## config.mk

```make
export PLATFORM = sky130hd
export DESIGN_NAME = inst_fetch
export DESIGN_NICKNAME = d
export VERILOG_FILES = /design/src/rtl/inst_fetch.sv
export SDC_FILE = /design/constraint.sdc
export NUM_CORES = 1
export LEC_CHECK = 0
export CORE_MARGIN = 4
export CORE_UTILIZATION = 50
export CTS_CLUSTER_SIZE = 12
export DETAILED_ROUTE_END_ITERATION = 12
export GPL_ROUTABILITY_DRIVEN = 0
export HOLD_SLACK_MARGIN = 0.08
export MAX_ROUTING_LAYER = met4
export PLACE_DENSITY = 0.79
export SYNTH_ARGS = -nofsm -noshare
export SYNTH_HDL_FRONTEND = slang
export SYNTH_SLANG_ARGS = --single-unit
```

## constraint.sdc

```tcl
create_clock -name clk -period 4.78 [get_ports clk]
set_input_delay 0.956 -clock clk [delete_from_list [all_inputs] [get_ports clk]]
set_output_delay 0.956 -clock clk [all_outputs]
set_load 0.05 [all_outputs]
```

## src/rtl/inst_fetch.sv

```systemverilog
// Fetch stage: PC, instruction-memory read port, 1-entry skid buffer and a valid/ready handoff to decode.
// Optional feature: define FETCH_PERF_CNT_EN to add the stall_cnt output counter.
module inst_fetch #(
  parameter int              WIDTH    = 32,
  parameter int              DEPTH    = 16,
  parameter logic [DEPTH-1:0] RESET_PC = '0
) (
  input  logic             clk,
  input  logic             rst,
  output logic [DEPTH-1:0] imem_addr,
  output logic             imem_rd,
  input  logic [WIDTH-1:0] imem_data,
  input  logic             halt,
  input  logic             redirect_valid,
  input  logic [DEPTH-1:0] redirect_pc,
  output logic             if_valid,
  output logic [WIDTH-1:0] if_instr,
  output logic [DEPTH-1:0] if_pc,
  input  logic             if_ready
`ifdef FETCH_PERF_CNT_EN
  ,
  output logic [31:0]      stall_cnt
`endif
);

  logic [DEPTH-1:0] pc;
  logic             pend;
  logic [DEPTH-1:0] pend_pc;
  logic             skid_v;
  logic [WIDTH-1:0] skid_instr;
  logic [DEPTH-1:0] skid_pc;

  logic       cons;
  logic [1:0] occ;
  logic [1:0] occ_after;
  logic       out_free;

  // A read is only issued if out reg + skid can absorb its data next cycle.
  always_comb begin
    cons      = if_valid & if_ready;
    occ       = {1'b0, if_valid} + {1'b0, skid_v} + {1'b0, pend};
    occ_after = occ - {1'b0, cons};
    out_free  = ~if_valid | if_ready;
    imem_rd   = ~rst & ~halt & ~redirect_valid & (occ_after < 2'd2);
    imem_addr = pc;
  end

  always_ff @(posedge clk) begin
    if (rst) begin
      pc         <= RESET_PC;
      pend       <= 1'b0;
      pend_pc    <= '0;
      if_valid   <= 1'b0;
      if_instr   <= '0;
      if_pc      <= '0;
      skid_v     <= 1'b0;
      skid_instr <= '0;
      skid_pc    <= '0;
    end else if (redirect_valid) begin
      pc       <= redirect_pc;
      pend     <= 1'b0;
      if_valid <= 1'b0;
      skid_v   <= 1'b0;
    end else begin
      pend    <= imem_rd;
      pend_pc <= pc;
      if (imem_rd) pc <= pc + 1'b1;

      if (out_free) begin
        // Skid holds the older instruction, so it always moves ahead of returning data.
        if (skid_v) begin
          if_valid <= 1'b1;
          if_instr <= skid_instr;
          if_pc    <= skid_pc;
          skid_v   <= pend;
          if (pend) begin
            skid_instr <= imem_data;
            skid_pc    <= pend_pc;
          end
        end else if (pend) begin
          if_valid <= 1'b1;
          if_instr <= imem_data;
          if_pc    <= pend_pc;
        end else begin
          if_valid <= 1'b0;
        end
      end else if (pend) begin
        skid_v     <= 1'b1;
        skid_instr <= imem_data;
        skid_pc    <= pend_pc;
      end
    end
  end

`ifdef FETCH_PERF_CNT_EN
  always_ff @(posedge clk) begin
    if (rst) begin
      stall_cnt <= '0;
    end else if (if_valid && !if_ready && stall_cnt != 32'hFFFF_FFFF) begin
      stall_cnt <= stall_cnt + 32'd1;
    end
  end
`endif

endmodule

```

==> results.sh <==
export IMPL_yosysSeqAreaShare_pct=47.9
export IMPL_final_common_cell="dfxtp_1"
export IMPL_hp_start="skid_instr[17]$_SDFFE_PP0P_"
export IMPL_clk_pin_slew_ns=0.05
export IMPL_area_growth_pct=31.1
export IMPL_synth_edff_count=0
export IMPL_cts_sinks=131
export IMPL_period_needed_ns=3.90
export IMPL_cap_violations=0
export IMPL_yosysTopAreaCell="dfxtp_1"
export IMPL_slew_headroom_pct=13.7
export IMPL_fp_dieArea_um2=12700
export IMPL_place_port_buffers=118
export IMPL_first_pass_iters=4
export IMPL_insertion_delay_ns=0.50
export IMPL_drt_antenna_violating_nets=0
export IMPL_antenna_found_initial=0
export IMPL_yosysWarnings=0
export IMPL_drive_above_1_share_pct=6.42
export IMPL_htreeDepth=4
export IMPL_hold_viol_final=0
export IMPL_hpwlAfterDp_um=8470
export IMPL_num_vias=4759
export IMPL_min_path_type="flip-flop to flip-flop"
export IMPL_grt_overflow=0
export IMPL_drtIter0Drc=331
export IMPL_fp_dieW_um=113
export IMPL_syn_area_um2=5480
export IMPL_postSynthCellCount=631
export IMPL_cp_arrival_ns=2.95
export IMPL_wl_met1_um=6030
export IMPL_hold_buffers=0
export IMPL_met3WireLength_um=640
export IMPL_hold_path_endpoint="skid_instr[17]$_SDFFE_PP0P_"
export IMPL_criticalPathCategory="input port to primary output"
export IMPL_via_per_inst=5.48
export IMPL_critPathMaxFanout=2
export IMPL_totalWireLength_um=13100
export IMPL_floorplan_initialDensity_pct=52.1
export IMPL_ctsRootBufferMaster="clkbuf_8"
export IMPL_netSwitchingFraction_pct=24.6
export IMPL_final_period_utilization_pct=81.6
export IMPL_end_kind="primary output"
export IMPL_antenna_cells=0
export IMPL_numCtsBuffers=17
export IMPL_syn_avg_cell_area_um2=8.68
export IMPL_synth_main_ff_cell="dfxtp_1"
export IMPL_grt_pass1_vias=4530
export IMPL_rsz0062_at_grt="false"
export IMPL_path_cells="clkdlybuf4s50_1, and2_1, ha_1, inv_1, ha_1, a21oi_2, mux2i_1, nor3_1, buf_4"
export IMPL_clock_power_share_pct=45.1
export IMPL_critical_path_buf_inv_count=3
export IMPL_finalSetupViolations=0
export IMPL_final_util_pct=68.3
export IMPL_p_seq_share_pct=44.2
export IMPL_coreArea_um2=10500
export IMPL_internal_power_w=0.00196
export IMPL_switching_power_w=0.000639
export IMPL_power_leakage_nw=2.37
export IMPL_r2r_cells=6
export IMPL_seqCellArea_um2=2630
export IMPL_reg2reg_from="skid_v$_SDFFE_PP0P_"
export IMPL_async_flop_share_pct=0
export IMPL_whs_path_depth=2
export IMPL_rows=37
export IMPL_tritoncts="yes"
export IMPL_power_density_nw_per_um2=362
export IMPL_cp_top_family="buffers and inverters"
export IMPL_synthesis_nets=687
export IMPL_cts_buffer_depth=2
export IMPL_fin_skew_ns=0.00724
export IMPL_critPathSlowestCell="clkdlybuf4s50_1"
export IMPL_combPwrFrac_pct=10.8
export IMPL_multi_input_area_um2=2600
export IMPL_num_fill_cells=863
export IMPL_crit_top_cell="ha_1"
export IMPL_ir_worst_vdd_mv=0.213
export IMPL_final_cell_mix="130 x dfxtp_1, 121 x nand2_1, 116 x clkdlybuf4s50_1, 67 x nor2_1"
export IMPL_grt_pass1_wl_um=21800
export IMPL_synth_ff_latch_count=131
export IMPL_ioPinCount=119
export IMPL_drv_slew=0
export IMPL_die_h_um=113
export IMPL_post_cts_resized=0
export IMPL_rr_endpoint="imem_addr[15]$_SDFFE_PP0P_"
export IMPL_clock_fmax_ghz=0.256
export IMPL_top_layer="met4"
export IMPL_yosysUniqueCellTypes=45
export IMPL_wl_per_cell_um=15.1
export IMPL_drc_errors=0
export IMPL_synth_top_area_share_pct=47.9
export IMPL_status="finished clean"
export IMPL_final_nets=778
export IMPL_grt_max_degree=103
export IMPL_synth_area_leaders="dfxtp_1 48%, mux2i_1 11%, nand2_1 8.3%"
export IMPL_r2r_setup_slack_ns=2.00
export IMPL_cp_required_ns=3.82
export IMPL_startpoint_type="input port"
export IMPL_met2_length_um=6280
export IMPL_tightest_slew_ns=1.29
export IMPL_cts_setup_buffers=0
export IMPL_grt_total_usage_pct=21.2
export IMPL_tns_ns=0
export IMPL_critPathMaxStageDelay_ns=0.42
-- through the flow --
step | worst slack, ns | hold WS, ns | cells | area (um^2) | power [W]
CTS | 0.881 | 0.454 | 868 | 7180 | 0.00262
detailed placement | 0.900 | 0.446 | 839 | 6640 | 0.00145
finish | 0.878 | 0.453 | 868 | 7180 | 0.00260
global route | 0.753 | 0.468 | 868 | 7180 | 0.00269
global placement | 0.918 | 0.441 | 839 | 6640 | 0.00144
floorplan | 0.466 | 0.436 | 631 | 5480 | 0.00133
-- cells by family (layout without fill, tap and decap cells) --
kind of cell / count (synthesis) / in the layout / synth area share (%)
muxes: 60 / 60 / 11.0
AOI/OAI and AO/OA: 139 / 139 / 16.1
buffers and inverters: 59 / 160 / 4.89
DFF: 131 / 131 / 47.9
xor gates and xnor gates: 1 / 1 / 0.160
and+or+nand+nor: 238 / 238 / 19.3
adders and majority gates: 3 / 3 / 0.686
-- power by group through the flow --
stage | Clock [W] | Sequential, W | Combinational, W
2_1_floorplan | 0 | 0.00125 | 0.0000883
3_3_place_gp | 0 | 0.00117 | 0.000274
3_5_place_dp | 0 | 0.00117 | 0.000279
4_1_cts | 0.00119 | 0.00115 | 0.000281
5_1_grt | 0.00124 | 0.00115 | 0.000298
6_report | 0.00117 | 0.00115 | 0.000280
-- worst min-delay path, delay by kind of cell (launching register included) --
family             cells  cell delay, ns
and+or+nand+nor        1            0.05
DFF                    1            0.30
AOI/OAI and AO/OA      1            0.05
-- area by class of cell --
cell class / instances / area share (%)
multi-input combinational: 441 / 36.3
tap: 136 / 2.37
clock buffer: 17 / 5.77
inverter: 8 / 0.418
clock inverter: 12 / 1.66
sequential: 131 / 36.6
timing repair buffer: 123 / 16.9
-- per-layer routing --
layer  GRT usage, %  vias up
li1               -     2391
met1           28.2     2221
met2           32.9      134
met3           4.20       13
met4           6.09        0
met5              -        -
-- sequential cells by signal, summed over array words and instances, names as in the netlist --
signal,flops
if_instr,32
skid_instr,32
if_pc,16
imem_addr,16
pend_pc,16
skid_pc,16
if_valid,1
pend,1
skid_v,1
-- cells in the mapped netlist (2+ instances only) --
cell      count
a21oi_1      59
or3_1         2
or4_1         7
o31ai_1       3
nor2b_1       5
and4_1        2
and4_2        2
clkbuf_1     24
buf_4         3
ha_1          3
mux2i_1      59
buf_2        19
nor2_1       67
o21ai_0       7
o211ai_1      5
nor3_1        4
a311oi_1      5
nand3_1       5
and3_1        3
buf_1         4
inv_1         8
nand4_1       5
dfxtp_1     131
a31oi_1       3
nand2_1     121
nand2b_1      5
a211oi_1     52
-- how the worst max path moves through the flow --
| stage | startpoint | endpoint | slack, ns | cells past startpoint |
|---|---|---|---|---|
| finish | if_ready | imem_rd | 0.88 | 9 |
| global placement | if_ready | imem_rd | 0.92 | 9 |
| global route | if_ready | imem_rd | 0.75 | 9 |
| CTS | if_ready | imem_rd | 0.88 | 9 |
| detailed placement | if_ready | imem_rd | 0.90 | 9 |
| floorplan | if_ready | imem_rd | 0.47 | 9 |
Power figures use the tool's default switching activity.
